<file path="src/rtl/issue_fifo_multi.sv">
// Superscalar in-order issue queue: up to WR_PORTS all-or-nothing enqueues and
// up to RD_PORTS prefix-ordered dequeues per cycle, with occupancy status flags.

module issue_fifo_rd_lane #(
    parameter int CW   = 5,
    parameter int LANE = 0
) (
    input  logic [CW-1:0] count,
    input  logic          rd_en,
    input  logic          prev_go,
    output logic          rd_valid,
    output logic          pop_go
);
    assign rd_valid = (count > CW'(LANE));
    // A lane pops only if every lower lane also pops, so pops stay a prefix.
    assign pop_go   = prev_go && rd_en && rd_valid;
endmodule

module issue_fifo_multi #(
    parameter int  DEPTH        = 16,
    parameter int  WR_PORTS     = 2,
    parameter int  RD_PORTS     = 2,
    parameter int  AFULL_THRESH = 12,
    parameter type RS_ENTRY_t   = logic [31:0],
    parameter int  CW           = $clog2(DEPTH) + 1
) (
    input  logic                           clk,
    input  logic                           rst,
    input  logic                           flush,
    input  logic [WR_PORTS-1:0]            wr_en,
    input  RS_ENTRY_t [WR_PORTS-1:0]       wr_data,
    output logic                           wr_accept,
    output logic [RD_PORTS-1:0]            rd_valid,
    output RS_ENTRY_t [RD_PORTS-1:0]       rd_data,
    input  logic [RD_PORTS-1:0]            rd_en,
    output logic [CW-1:0]                  count,
    output logic [CW-1:0]                  free_slots,
    output logic                           full,
    output logic                           empty,
    output logic                           almost_full,
    output logic                           overflow_err
);
    localparam int PW = $clog2(DEPTH);

    RS_ENTRY_t       mem [DEPTH];
    logic [PW-1:0]   wr_ptr, rd_ptr;
    logic [CW-1:0]   n_wr, n_rd;
    logic [RD_PORTS:0] go_chain;

    always_comb begin
        n_wr = '0;
        for (int i = 0; i < WR_PORTS; i++) n_wr = n_wr + CW'(wr_en[i]);
    end

    always_comb begin
        n_rd = '0;
        for (int i = 1; i <= RD_PORTS; i++) n_rd = n_rd + CW'(go_chain[i]);
    end

    assign free_slots  = CW'(DEPTH) - count;
    // Room is judged on start-of-cycle occupancy; same-cycle pops do not help.
    assign wr_accept   = (n_wr <= free_slots) && !flush;
    assign full        = (count == CW'(DEPTH));
    assign empty       = (count == '0);
    assign almost_full = (count >= CW'(AFULL_THRESH));

    assign go_chain[0] = 1'b1;
    for (genvar i = 0; i < RD_PORTS; i++) begin : g_rd
        issue_fifo_rd_lane #(.CW(CW), .LANE(i)) u_lane (
            .count    (count),
            .rd_en    (rd_en[i]),
            .prev_go  (go_chain[i]),
            .rd_valid (rd_valid[i]),
            .pop_go   (go_chain[i+1])
        );
        assign rd_data[i] = mem[rd_ptr + PW'(i)];
    end

    always_ff @(posedge clk) begin
        if (wr_accept) begin
            for (int i = 0; i < WR_PORTS; i++)
                if (wr_en[i]) mem[wr_ptr + PW'(i)] <= wr_data[i];
        end
    end

    always_ff @(posedge clk or posedge rst) begin
        if (rst) begin
            wr_ptr       <= '0;
            rd_ptr       <= '0;
            count        <= '0;
            overflow_err <= 1'b0;
        end else if (flush) begin
            wr_ptr <= '0;
            rd_ptr <= '0;
            count  <= '0;
        end else begin
            if (wr_accept) wr_ptr <= wr_ptr + n_wr[PW-1:0];
            else if (n_wr != '0) overflow_err <= 1'b1;
            rd_ptr <= rd_ptr + n_rd[PW-1:0];
            count  <= count + (wr_accept ? n_wr : CW'(0)) - n_rd;
        end
    end
endmodule

</file>
<file path="config.mk">
export PLATFORM = sky130hd
export DESIGN_NAME = issue_fifo_multi
export DESIGN_NICKNAME = d
export VERILOG_FILES = /design/src/rtl/issue_fifo_multi.sv
export SDC_FILE = /design/constraint.sdc
export NUM_CORES = 1
export LEC_CHECK = 0
export CORE_MARGIN = 2
export CORE_UTILIZATION = 45
export DETAILED_ROUTE_END_ITERATION = 8
export PLACE_DENSITY = 0.64
export SKIP_CTS_REPAIR_TIMING = 1
export SYNTH_ARGS = -nofsm -noshare
export SYNTH_HDL_FRONTEND = slang
export SYNTH_HIERARCHICAL = 1
export SYNTH_SLANG_ARGS = --single-unit
</file>
<file path="constraint.sdc">
create_clock -name clk -period 7.8 [get_ports clk]
set_clock_uncertainty 0.05 [all_clocks]
set_input_delay 0.78 -clock clk [delete_from_list [all_inputs] [get_ports clk]]
set_output_delay 0.78 -clock clk [all_outputs]
set_load 0.05 [all_outputs]
</file>
# Word-level counts from Yosys, hierarchy flattened
# Memories as Yosys holds them, arrays and structs flattened.
# Cells that the tools add are included.
[totals] word_cells=41 ff_bits=14 mem_bits_rw=512 n_memories=1
[op_classes] n_eq_ne=1 n_mux=11 n_lt_le_gt_ge=4 reduce_logical=9 bitwise_logic=2 add_sub_neg=9
[mem_list] memory="mem" words=16 word_bits=32 rd=2 rd_clocked_by_memory_dff=0 wr=2 line_no="45" rtl="RS_ENTRY_t mem [DEPTH];"
[op_table] cell="$mux 4" count=3
[op_table] cell="$gt 5x1->1 const B" count=2
[op_table] cell="$add 4x1->4 const B" count=2
[op_table] cell="$add 4x2->4" count=2
[op_table] cell="$mux 1" count=6
[op_table] cell="$add 5x2->5" count=1
[op_table] cell="$eq 5x5->1 const B" count=1
[op_table] cell="$ge 5x4->1 const B" count=1
[op_table] cell="$le 2x5->1" count=1
[op_table] cell="$logic_not 5->1" count=1
[op_table] cell="$mux 5" count=1
[op_table] cell="$reduce_bool 5->1" count=1
[op_table] cell="$sub 5x2->5" count=1
[op_table] cell="$sub 5x5->5 const A" count=1
[op_table] cell="$add 1x1->2" count=2
[op_table] cell="$logic_and 1x1->1" count=4
[op_table] cell="$reduce_and 3->1" count=1
[op_table] cell="$mux 2" count=1
[op_table] cell="$not 1->1" count=2
[op_table] cell="$reduce_bool 2->1" count=1
[op_table] cell="$logic_not 1->1" count=1

# Depth between registers and ports, before layout
# Gate-level depths: netlist of run 1.
[logic_depth] word_depth=7 depth_mapped=17 ltp_nobuf=17

# Cells and area by module
# The synthesis of run 1 kept the hierarchy.
[modules_own_cells] mod="issue_fifo_multi" instances=1 cells_each=1717 area_each_um2=30793.3 seq_area_each_um2=15725.1
[modules_own_cells] mod="issue_fifo_rd_lane at g_rd[0].u_lane" instances=1 cells_each=5 area_each_um2=26.3 seq_area_each_um2=0.0
[modules_own_cells] mod="issue_fifo_rd_lane at g_rd[1].u_lane" instances=1 cells_each=2 area_each_um2=17.5 seq_area_each_um2=0.0

# Least setup slack after synthesis of run 1
# OpenSTA, ideal clock, no wires.
[synth_timing] path_type="reg-to-reg" start="register count[1]" end="memory mem[15][0] in the netlist's numbering (enable)" stages_incl_launch_ff=9 t_required_ns=7.237 arrival_time_ns=5.907 n_path_buf=0 synth_period_minus_slack_ns=6.471 setup_slack_ns=1.329 setup_ns=0.513 path_cell_list="dfrtp_1 > inv_1 > ha_1 > inv_1 > ha_1 > nor2b_1 > o221a_2 > a21o_1 > nor4b_1"
[synth_lines] element="start, declared" line_no="36" rtl="output logic [CW-1:0] count,"
[synth_lines] element="start signal, assigned" line_no="100" rtl="count <= count + (wr_accept ? n_wr : CW'(0)) - n_rd;"
[synth_lines] element="end, declared" line_no="45"

==> run metrics, run 1 <==
status=finished clean; area of the multi-input gates=around 14,000 µm²; #FFs+latches synth=about 530; Final nets=~1,900; post-synthesis compound-gate area fraction=0.0107; Setup CP Type=reg -> out; maximum vdd drop=about 0.41 mV; pwr/cell area=approximately 300 nW/µm²; Synth Instances=1,724; Post-Synth XOR/XNOR Area=0.00199; Seq. cell area=approximately 16,000 µm²; most area-consuming cells after synthesis=edfxtp_1 (50%), mux4_2 (23%), mux2_1 (12%), mux2_2 (6.6%), clkbuf_1 (1.2%); clk root buf=clkbuf_16; GR Layer Usage met3=0.0483; Post-DRT Antenna Nets=0; initial DRC count=roughly 2,100; Slew headroom=0.220; WL final=between 90,000 and 100,000 µm; post-route cell area=between 30,000 and 40,000 µm²; clk_lat worst skew=roughly 0.62 ns; final core occ=0.519; max-cap violation count=0; DP HPWL=~50,000 µm; nature of the critical path startpoint=flop; Worst R2R Path Depth=15; reg2reg end=count[4]; Tot GR Track Use=0.261; CP max FO=36; drt first pass iters=5; Final Setup Violations=0; die height=266 µm; WP depth=5; RR Startpoint=count[2]; WP data required=6.97 ns; r2r setup slk=3.19 ns; total core area=slightly below 70,000 µm²; Fin. Hold Viols=0; warnings from Yosys=6; vias in the first global route=between 15,000 and 20,000; grt total ovfl=0; Starting Density=0.457; port buffer count=151; CTS Sinks=around 530; Final period util=0.719; Net Count, Synth=roughly 1,800; crit-path cells=nand3_1 > xor2_4 > buf_4 > mux4_2 > clkdlybuf4s50_1; Layout fillers=roughly 5,400; top cell type's share of synthesized area=0.499; synthesized area=30,800 µm²; Synth area leader=edfxtp_1; Die X=about 270 µm; Buffers & Inverters on Critical Path=2; Seq/Total Area, Yosys=0.510; Tightest Hold Check Type=reg -> reg; Std-Cell Rows=95; Area Growth Syn to Fin=13.6%; arrival time at the worst endpoint=about 4.8 ns; Post-Layout Cell Count=between 2,000 and 3,000; Leak=11.0 nW; placed cells=2,599; pin count of the biggest net entering global routing=roughly 160; CTS Buf Count=58; most frequent cells in the layout=edfxtp_1 (512), mux2_1 (333), mux4_2 (320); DRC Markers=0; Post-Synth Simple-Gate Area=0.0140; crit end category=output port; actual slew at the worst max-slew pin=about 1.1 ns; # H-tree levels=2; wire length of the first global-routing pass=132,000 µm; I/O pins=152; CTS tree=yes; wire per inst=~34 µm; post-DR vias/cell=6.74; total die area=70,600 µm²; worst hold stages=1; largest family of logic cells by synthesized area=multiplexers; hold_sp=overflow_err; hold path endpoint=overflow_err; GP Congestion=0.814; RSZ-0062 raised after global routing=false; Post-Syn Area per Cell=around 18 µm²; max-slew violation count=0; met2 Use GR=0.424; library cells used by synthesis=between 50 and 60; routed vias=~18,000; share of post-route cells with drive strength above 1=0.368; CTS clk-pin slew, worst paths=0.07 ns; met1 Use GR=0.364; DP Area=about 33,000 µm²; Slowest Stage Delay on Critical Path=between 1 and 1.5 ns; post-synthesis adder-cell area fraction=0.0111; max frequency=178 MHz; initial antenna violation count=4; multiplexer area fraction after synthesis=0.422; most common cell after layout, fill and taps aside=edfxtp_1; delay-heaviest family, CP=buffers and inverters; final worst path period need=approximately 5.6 ns; GRT busiest layer=met2; TNS Setup=0 ns; clk buf depth=3; Crit-path slowest cell=dfrtp_4
==> synthesized netlist by cell type (all sizes together) <==
master	instances
o31a	1
mux2	514
a21boi	1
nor3	11
fa	4
and2	2
or4b	2
or3b	1
nand2b	3
mux2i	1
nor3b	1
edfxtp	512
o21a	2
or2	2
and4b	1
xor2	3
buf	96
a221o	1
o211ai	8
xnor2	4
o21ai	12
a21oi	8
o31ai	2
a21o	3
conb	1
dfrtp	14
mux4	320
nor2	24
nand3b	1
nand3	3
nor4	5
and3	1
o221ai	1
nand2	7
o221a	1
clkbuf	99
nor4b	2
nand4bb	1
ha	21
nor2b	7
or4	1
inv	20
==> worst max-delay path by stage <==
stage               startpoint          end
CTS                  rd_ptr[2]  rd_data[63]
finish               rd_ptr[2]  rd_data[63]
detailed placement    wr_en[1]     count[4]
global route         rd_ptr[2]  rd_data[63]
global placement      wr_en[1]     count[4]
floorplan             count[1]   mem[15][0]
==> per-layer routing <==
layer	vias to the layer above	routed length, µm
met4	2	2450
met5	-	11
li1	7331	-
met3	143	7270
met2	840	44500
met1	9909	37400
==> worst register-to-register path, stage by stage, from the launching register on <==
cell and delay (ns):
dfrtp_1 0.58, inv_1 0.14, ha_1 0.24, and2_1 0.18, ha_1 0.30, a21boi_1 0.18
o221ai_4 0.08, buf_4 0.44, nor2_1 0.28, or3b_2 0.55, fa_1 0.51, fa_1 0.42
nand2b_1 0.17, a21oi_1 0.19, o21a_1 0.13, nor3_1 0.04
==> per-stage QoR <==
| stage | hold WS, ns | power, mW | setup slack [ns] |
|---|---|---|---|
| finish | 0.473 | 10.5 | 2.19 |
| global route | 0.505 | 10.9 | 2.08 |
| CTS | 0.471 | 10.6 | 2.16 |
| detailed placement | 0.444 | 7.94 | 2.57 |
| global placement | 0.426 | 7.91 | 2.65 |
| floorplan | 0.562 | 6.61 | 1.33 |
==> state kept, by name, summed over array words and instances, names as in the netlist <==
name,count
rd_ptr,4
overflow_err,1
mem,512
count,5
wr_ptr,4
==> report_power, final <==
part           switching [mW]  total, mW  internal, mW
sequential              0.182       3.51          3.33
clock                    1.14       2.65          1.52
combinational            2.48       4.36          1.88
==> area by class of cell <==
cell class / instances / share of cell area
multi-input combinational: 983 / 0.412
clock inverter: 27 / 0.00682
timing repair buffer: 197 / 0.0541
antenna: 4 / 0.000286
inverter: 20 / 0.00214
tap: 873 / 0.0312
clock buffer: 75 / 0.0441
sequential: 526 / 0.449
==> logic make-up after synthesis <==
kind of cell,after synthesis
simple gates,75
other cells,1
flops,526
mux,835
xor+xnor,7
compound gates,40
fa+ha+maj,25
buf+inv,215
(Power assumes the default switching activity.)
==> run 2, diff against run 1 <==
--- a/config.mk
+++ b/config.mk
@@ -8,7 +8,7 @@
 export CORE_MARGIN = 2
 export CORE_UTILIZATION = 45
 export DETAILED_ROUTE_END_ITERATION = 8
-export PLACE_DENSITY = 0.64
+export PLACE_DENSITY = 0.67
 export SKIP_CTS_REPAIR_TIMING = 1
 export SYNTH_ARGS = -nofsm -noshare
 export SYNTH_HDL_FRONTEND = slang
==> constraint.sdc (replaced) <==
create_clock -name clk -period 4.8 [get_ports clk]
set_clock_uncertainty 0.05 [all_clocks]
set_input_delay 0.48 -clock clk [delete_from_list [all_inputs] [get_ports clk]]
set_output_delay 0.48 -clock clk [all_outputs]
set_load 0.05 [all_outputs]
==> run 2 against run 1 <==
  * Worst hold slack got worse by 0.27 ns
  * Sequential power rose by 60%
  * Core utilization rose by 0.51 points
  * Clock-buffer cell count rose by 3
  * Sequential cell count did not move
  * Cell count rose by 0.96%
  * Register-to-register slack got worse by 2.3 ns
  * Die area did not move
==> run metrics, run 2 (synthesized netlist as in run 1, its figures left out) <==
Final nets=1,905 (was 1,882); post-DR vias/cell=6.71 (was 6.74); # H-tree levels=2 (unchanged); met2 Use GR=0.420 (was 0.424); total die area=70,600 µm² (unchanged); port buffer count=151 (unchanged); total core area=67,500 µm² (unchanged); Starting Density=0.457 (unchanged); max reg flops=512 (unchanged); Fin. Hold Viols=0 (unchanged); initial antenna violation count=4 (unchanged); max-cap violation count=0 (unchanged); Reg with most FFs=mem (unchanged); status=finished clean (unchanged); clk buf depth=3 (unchanged); clk_lat worst skew=0.61 ns (was 0.62 ns); CTS clk-pin slew, worst paths=0.06 ns (was 0.07 ns); Slew headroom=0.355 (was 0.220); CP max FO=13 (was 36); maximum vdd drop=0.496 mV (was 0.412 mV); CTS tree=yes (unchanged); I/O pins=152 (unchanged); WL final=91,000 µm (was 91,600 µm); wire length of the first global-routing pass=131,000 µm (was 132,000 µm); actual slew at the worst max-slew pin=0.968 ns (was 1.14 ns); vias in the first global route=18,900 (was 18,700); Leak=11.2 nW (was 11.0 nW); Regs by FF count=mem x512, count x5 (unchanged); TNS Setup=0 ns (unchanged); DP HPWL=50,100 µm (was 49,800 µm); wire per inst=33.3 µm (was 33.9 µm); crit end category=output port (unchanged); CTS Sinks=526 (unchanged); GP Congestion=0.788 (was 0.814); sequential share of power=0.329 (was 0.334); nature of the critical path startpoint=flop (unchanged); Final Setup Violations=0 (unchanged); Setup CP Type=reg -> out (unchanged); GR Layer Usage met3=0.0482 (was 0.0483); max frequency=231 MHz; drt first pass iters=5 (unchanged); routed vias=18,300 (was 18,200); Std-Cell Rows=95 (unchanged); final worst path period need=around 4.3 ns; WP data required=4.27 ns (was 6.97 ns); Clk pwr share=0.247 (was 0.252); most common cell after layout, fill and taps aside=edfxtp_1 (unchanged); Gate power share=0.424 (was 0.414); DP Area=33,600 µm² (was 33,200 µm²); die height=266 µm (unchanged); arrival time at the worst endpoint=3.80 ns (was 4.78 ns); RSZ-0062 raised after global routing=false (unchanged); initial DRC count=1,920 (was 2,055); Die X=266 µm (unchanged); Area Growth Syn to Fin=14.8% (was 13.6%); grt total ovfl=0 (unchanged); Net Sw Frac=0.361 (about the same); Tot GR Track Use=0.259 (was 0.261); most frequent cells in the layout=edfxtp_1 (512), mux2_1 (333), mux4_2 (320) (unchanged); share of post-route cells with drive strength above 1=0.374 (was 0.368); GRT busiest layer=met2 (unchanged); pin count of the biggest net entering global routing=122 (was 159); DRC Markers=0 (unchanged); NetSw=6.16 mW (was 3.80 mW); post-route cell area=35,400 µm² (was 35,000 µm²); clk root buf=clkbuf_16 (unchanged); met1 Use GR=0.364 (about the same); Tightest Hold Check Type=in -> async (was reg -> reg); Internal Power=10.9 mW (was 6.72 mW); max-slew violation count=0 (unchanged); Final period util=0.903; Post-DRT Antenna Nets=0 (unchanged); CTS Buf Count=56 (was 58); pwr/cell area=482 nW/µm² (was 300 nW/µm²)
run 2: cell types whose count changed in the layout (fill, tap and decap cells not counted), moves of 2 or more:
cell,delta
buf_4,+13
buf_12,+12
nor4_2,-4
nor4_4,+4
clkbuf_1,+3
clkinv_1,+3
clkinv_2,-2
clkinvlp_4,-2
inv_6,+2
run 2: final timing paths:
check / from / end / slack [ns] / cells after the start
worst max-delay path: count[2] / wr_accept / 0.47 / 10
worst min-delay path: rst / wr_ptr[0] / 0.20 / 2
worst max register to register: count[1] / count[4] / 0.88 / 17
worst min register to register: overflow_err / overflow_err / 0.46 / 1
max in group asynchronous: rst / rd_ptr[2] / 4.01 / 2
min in group clk: overflow_err / overflow_err / 0.46 / 1
run 2: power groups by stage:
stage               Clock (mW)  Combinational [mW]  Sequential, mW
global route              4.45                7.56            5.65
detailed placement           0                7.24            5.71
floorplan                    0                5.07            5.69
finish                    4.22                7.23            5.61
global placement             0                7.19            5.69
CTS                       4.29                7.27            5.61
run 2: routing by layer:
metal	wire length, µm	share of wire	up-vias
met5	22	0.00024	-
li1	-	-	7372
met1	36700	0.40	9914
met4	2110	0.023	4
met2	44200	0.49	892
met3	7920	0.087	140
run 2: area by class of cell:
type,count,area (µm²)
multi-input cells,983,14500
clock inverters,26,196
inverters,20,75.1
flip-flops and latches,526,15700
clock buffers,78,1550
well taps,873,1090
diodes,3,7.51
repair buffers,222,2230
fillers,5396,32100
run 2: worst max-delay path, stage by stage, from the launching register on:
cell and delay (ns):
dfrtp_1 0.58, inv_1 0.12, ha_1 0.21, and2_1 0.17, ha_1 0.31, a21boi_1 0.31
o221a_2 0.28, a21o_1 0.13, buf_4 0.29, inv_1 0.08, clkdlybuf4s50_1 0.71
run 2: through the flow:
stage | power (mW) | hold slack, ns | cells | utilization | worst slack (ns)
finish | 17.1 | 0.201 | 2731 | 0.524 | 0.466
global route | 17.7 | 0.261 | 2729 | 0.524 | 0.248
CTS | 17.2 | 0.196 | 2728 | 0.524 | 0.397
detailed placement | 12.9 | 0.450 | 2624 | 0.498 | 0.447
global placement | 12.9 | 0.441 | 2624 | 0.498 | 0.599
floorplan | 10.8 | 0.319 | 1724 | - | -0.749
==> edit 1 (settings of run 1) <==
Reset style: synchronous (`rst`), changed in one clocked block.
--- a/src/rtl/issue_fifo_multi.sv
+++ b/src/rtl/issue_fifo_multi.sv
@@ -85,3 +85,3 @@
 
-    always_ff @(posedge clk or posedge rst) begin
+    always_ff @(posedge clk) begin
         if (rst) begin
Function: differs if rst is asserted again (counterexample within 4 cycles, from zero or initial values and one cycle with rst high); with rst held inactive, the same outputs for 4 cycles.
==> edit 1 against run 1 <==
- count of clock-buffer cells in the layout decreased by 5
- power is 19% lower
- setup slack better by 0.087 ns
- worst hold slack lost 0.074 ns
- design area up 0.41%
- synthesized area shrank 0.18%
- sequential cell count did not move
- wire length increased by 0.79%
==> edit 1: results (changes against run 1) <==
<table>
<tr><th>Metric</th><th>Value</th></tr>
<tr><th colspan="2">Logic synthesis</th></tr>
<tr><td>Number of library cell types mapped by synthesis</td><td>52 (-1.9%)</td></tr>
<tr><td>Top cells by area in the synthesized netlist</td><td>sky130_fd_sc_hd__edfxtp_1, sky130_fd_sc_hd__mux4_2, sky130_fd_sc_hd__mux2_2</td></tr>
<tr><td>Post-synthesis net count</td><td>1819 (-0.055%)</td></tr>
<tr><td>Fraction of synthesized cell area in xor and xnor cells</td><td>0.2276% (+0.029 points)</td></tr>
<tr><td>Adder and majority gate portion of the synthesized area</td><td>1.114% (+0.0020 points)</td></tr>
<tr><th colspan="2">Worst setup path</th></tr>
<tr><td>Stage delay of the slowest cell on the critical path</td><td>0.72 ns (-0.42 ns)</td></tr>
<tr><td>Worst reg2reg path depth</td><td>10 (-5)</td></tr>
<tr><td>Library cell contributing the largest single delay on the critical path</td><td>sky130_fd_sc_hd__clkdlybuf4s50_1</td></tr>
<tr><td>Critical path fanouts, max</td><td>34 (-5.6%)</td></tr>
<tr><td>Crit path arrival time</td><td>4.69 ns (-0.09 ns)</td></tr>
<tr><th colspan="2">Global route</th></tr>
<tr><td>First-pass GRT wire length</td><td>134400 um (+1.6%)</td></tr>
<tr><td>Number of global-route vias before repair</td><td>18740 (-0.016%)</td></tr>
<tr><td>Largest net degree at the start of global routing</td><td>152 (-4.4%)</td></tr>
<tr><th colspan="2">Pwr</th></tr>
<tr><td>Reg power frac</td><td>39.2% (+5.8 points)</td></tr>
<tr><td>Pwr per Cell Area</td><td>240.9 nW/um2 (-20%)</td></tr>
<tr><td>Peak supply drop</td><td>0.0004133 V (+0.31%)</td></tr>
<tr><th colspan="2">Final layout</th></tr>
<tr><td>Nets</td><td>1899 (+0.90%)</td></tr>
<tr><td>Number of non-filler instances in the completed layout</td><td>2726 (+0.78%)</td></tr>
<tr><td>Fill count</td><td>5402 (+0.43%)</td></tr>
<tr><th colspan="2">Detailed routing</th></tr>
<tr><td>Detailed Route WL</td><td>92340 um (+0.79%)</td></tr>
<tr><td>Total number of vias</td><td>18190 (-0.20%)</td></tr>
<tr><th colspan="2">Clock tree</th></tr>
<tr><td>CTS Buf Count</td><td>59 (+1.7%)</td></tr>
<tr><th colspan="2">Placement</th></tr>
<tr><td>GP Congestion</td><td>0.7922 (-2.7%)</td></tr>
<tr><td>Total instance count after detailed placement</td><td>2615 (+0.62%)</td></tr>
<tr><th colspan="2">Run status</th></tr>
<tr><td>Run status</td><td>complete, no violations</td></tr>
<tr><th colspan="2">STA</th></tr>
<tr><td>Worst slew margin relative to its limit</td><td>20.43% (-1.6 points)</td></tr>
</table>
## edit 1: changes by cell type in the layout (fill, tap and decap cells not counted), sizes merged, moves of 4 or more
cell,change
diode,-4
clkbuf,-5
inv,+5
nor3,-4
o211ai,+7
dfxtp,+14
dfrtp,-14
nor2,-5
clkinv,+10
buf,+15
## edit 1: path summary, 6_finish.rpt
path	slack, ns	from	endpoint
min	0.40	overflow_err	overflow_err
max	2.28	rd_ptr[1]	rd_data[60]
max reg2reg	3.50	count[2]	mem[6][16]
min reg2reg	0.40	overflow_err	overflow_err
## edit 1: area by class of cell
class / instances / area (um2) / area share, %
well taps: 873 / 1092 / 3.104
flip-flops and latches: 526 / 15670 / 44.52
multi-input cells: 980 / 14360 / 40.81
clock buffers: 70 / 1559 / 4.430
inverters: 24 / 90.09 / 0.2560
clock inverters: 41 / 411.6 / 1.170
repair buffers: 212 / 2007 / 5.703
==> edit 2 (config.mk and constraints of run 1) <==
Made on the original files. The parameter `RD_PORTS` goes from 2 to 1.
--- a/src/rtl/issue_fifo_multi.sv
+++ b/src/rtl/issue_fifo_multi.sv
@@ -21,3 +21,3 @@
     parameter int  WR_PORTS     = 2,
-    parameter int  RD_PORTS     = 2,
+    parameter int  RD_PORTS     = 1,
     parameter int  AFULL_THRESH = 12,
Ports: changed (resized rd_data, rd_en and rd_valid); port bits go from 152 to 118. The function was not compared with the original's and may differ.
==> edit 2 against run 1 <==
- utilization shrank 0.73 points
- design area shrank 12%
- maximum frequency grew 13%
- global-route usage shrank 3.1 points
- worst hold slack lost 0.046 ns
- power shrank 21%
- sequential share of layout area grew 5.9 points
- setup slack gained 0.67 ns
- critical path depth is the same
- wire length shrank 21%
- sequential cell count is the same
- synthesized area shrank 11%
- critical endpoint is now rd_data[12]
- largest power group is now sequential cells
==> edit 2: results (changes against run 1) <==
<table>
<tr><th>Metric</th><th>Value</th></tr>
<tr><th colspan="2">Logic synthesis</th></tr>
<tr><td>Adder and majority gate portion of the synthesized area</td><td>1.054% (-0.058 points)</td></tr>
<tr><td>Top cells by area in the synthesized netlist</td><td>sky130_fd_sc_hd__edfxtp_1, sky130_fd_sc_hd__mux2_2, sky130_fd_sc_hd__mux4_2</td></tr>
<tr><td>Compound-Gate Fraction of Synth Area</td><td>3.593% (+2.5 points)</td></tr>
<tr><td>Fraction of synthesized area in multiplexers</td><td>31.70% (-10 points)</td></tr>
<tr><td>Fraction of synthesized cell area in xor and xnor cells</td><td>0.2453% (+0.046 points)</td></tr>
<tr><th colspan="2">Worst setup path</th></tr>
<tr><td>Worst reg2reg path depth</td><td>18 (+3)</td></tr>
<tr><td>Crit Reg-Reg Startpoint</td><td>count[0]</td></tr>
<tr><td>Critical path fanouts, max</td><td>61 (+69%)</td></tr>
<tr><td>Minimum setup slack among reg-to-reg paths</td><td>3.50 ns (+0.31 ns)</td></tr>
<tr><td>Crit path arrival time</td><td>4.11 ns (-0.67 ns)</td></tr>
<tr><th colspan="2">Pwr</th></tr>
<tr><td>Peak supply drop</td><td>0.0005682 V (+38%)</td></tr>
<tr><td>Leakage power summed over all cells</td><td>10.07 nW (-8.3%)</td></tr>
<tr><td>Switching power summed over all nets</td><td>2.709 mW (-29%)</td></tr>
<tr><th colspan="2">Final layout</th></tr>
<tr><td>Fraction of final layout cells sized beyond drive strength 1</td><td>44.14% (+7.3 points)</td></tr>
<tr><td>Fill count</td><td>4950 (-8.0%)</td></tr>
<tr><td>Nets</td><td>1745 (-7.3%)</td></tr>
<tr><th colspan="2">Detailed routing</th></tr>
<tr><td>First-iteration detailed-routing DRC count</td><td>1404 (-32%)</td></tr>
<tr><td>Routed vias/inst</td><td>6.099 (-9.5%)</td></tr>
<tr><th colspan="2">STA</th></tr>
<tr><td>Pin slew with the least headroom to its limit</td><td>1.151 ns (+0.01396 ns)</td></tr>
<tr><th colspan="2">Placement</th></tr>
<tr><td>GP Congestion</td><td>0.7636 (-6.2%)</td></tr>
<tr><td>Total placed instance area</td><td>29210 um2 (-12%)</td></tr>
<tr><td>Post-DP HPWL</td><td>38030 um (-24%)</td></tr>
<tr><th colspan="2">Run status</th></tr>
<tr><td>Run status</td><td>complete, no violations</td></tr>
<tr><th colspan="2">Global route</th></tr>
<tr><td>Number of antenna violations at the first check in global routing</td><td>1 (-3)</td></tr>
<tr><td>Number of global-route vias before repair</td><td>16130 (-14%)</td></tr>
<tr><td>GRT Util Overall</td><td>22.97% (-3.1 points)</td></tr>
<tr><td>First-pass GRT wire length</td><td>106700 um (-19%)</td></tr>
<tr><td>Largest net degree at the start of global routing</td><td>66 (-58%)</td></tr>
</table>
==> edit 2: changes by cell type in the layout (fill, tap and decap cells not counted), moves of 8 or more <==
| cell | delta |
|---|---|
| sky130_fd_sc_hd__mux2_4 | +12 |
| sky130_fd_sc_hd__mux2_1 | -266 |
| sky130_fd_sc_hd__mux2_2 | +252 |
| sky130_fd_sc_hd__clkdlybuf4s50_1 | -34 |
| sky130_fd_sc_hd__o21ai_4 | -8 |
| sky130_fd_sc_hd__nor2_1 | -15 |
| sky130_fd_sc_hd__o311ai_4 | +16 |
| sky130_fd_sc_hd__a22oi_1 | +64 |
| sky130_fd_sc_hd__nand2_1 | +37 |
| sky130_fd_sc_hd__mux4_2 | -192 |
==> edit 2: how the worst max path moves through the flow <==
| stage | from | cells past startpoint | slack, ns | to |
|---|---|---|---|---|
| after floorplan | count[0] | 10 | 1.02 | mem[0][0] |
| after global placement | wr_en[1] | 19 | 2.89 | count[4] |
| after detailed placement | wr_en[1] | 19 | 2.87 | count[4] |
| after CTS | rd_ptr[1] | 5 | 2.81 | rd_data[26] |
| after global routing | rd_ptr[0] | 5 | 2.73 | rd_data[7] |
| final | rd_ptr[1] | 5 | 2.86 | rd_data[12] |
==> edit 2: critical path, cell delays in order (launching register included) <==
cell and delay [ns]:
sky130_fd_sc_hd__dfrtp_4 1.14, sky130_fd_sc_hd__buf_4 0.73, sky130_fd_sc_hd__mux4_2 0.42, sky130_fd_sc_hd__a22oi_1 0.24, sky130_fd_sc_hd__nand2_1 0.14, sky130_fd_sc_hd__clkdlybuf4s50_1 0.72
==> edit 2: per-stage QoR <==
stage	instances	setup WS [ns]	power, mW	hold WS, ns
2_1_floorplan	1601	1.016	5.206	0.5020
3_3_place_gp	2376	2.885	5.851	0.4166
3_5_place_dp	2376	2.868	5.882	0.4291
4_1_cts	2479	2.811	8.417	0.4444
5_1_grt	2480	2.731	8.671	0.4584
6_report	2480	2.858	8.344	0.4275
==> edit 2: power by group through the flow <==
stage               logic (mW)  registers [mW]  clock network [mW]
global placement          2.32            3.53                   0
floorplan                 1.69            3.52                   0
CTS                       2.35            3.48                2.59
finish                    2.32            3.48                2.54
detailed placement        2.34            3.54                   0
global route              2.47            3.50                2.70
==> edit 2: metal layers <==
metal	wire (um)	GRT usage (%)
met5	0	0
met4	1656	6.071
met3	4109	3.559
met2	34950	38.04
met1	31230	31.82
==> edit 2: final cells by class <==
class,instances,area [um2],share of cell area (%)
tap,782,978.4,3.162
sequential,526,15730,50.84
antenna,1,2.502,0.008087
clock buffer,75,1554,5.022
multi-input combinational,885,10890,35.20
clock inverter,28,173.9,0.5620
inverter,18,67.56,0.2183
timing repair buffer,165,1544,4.989
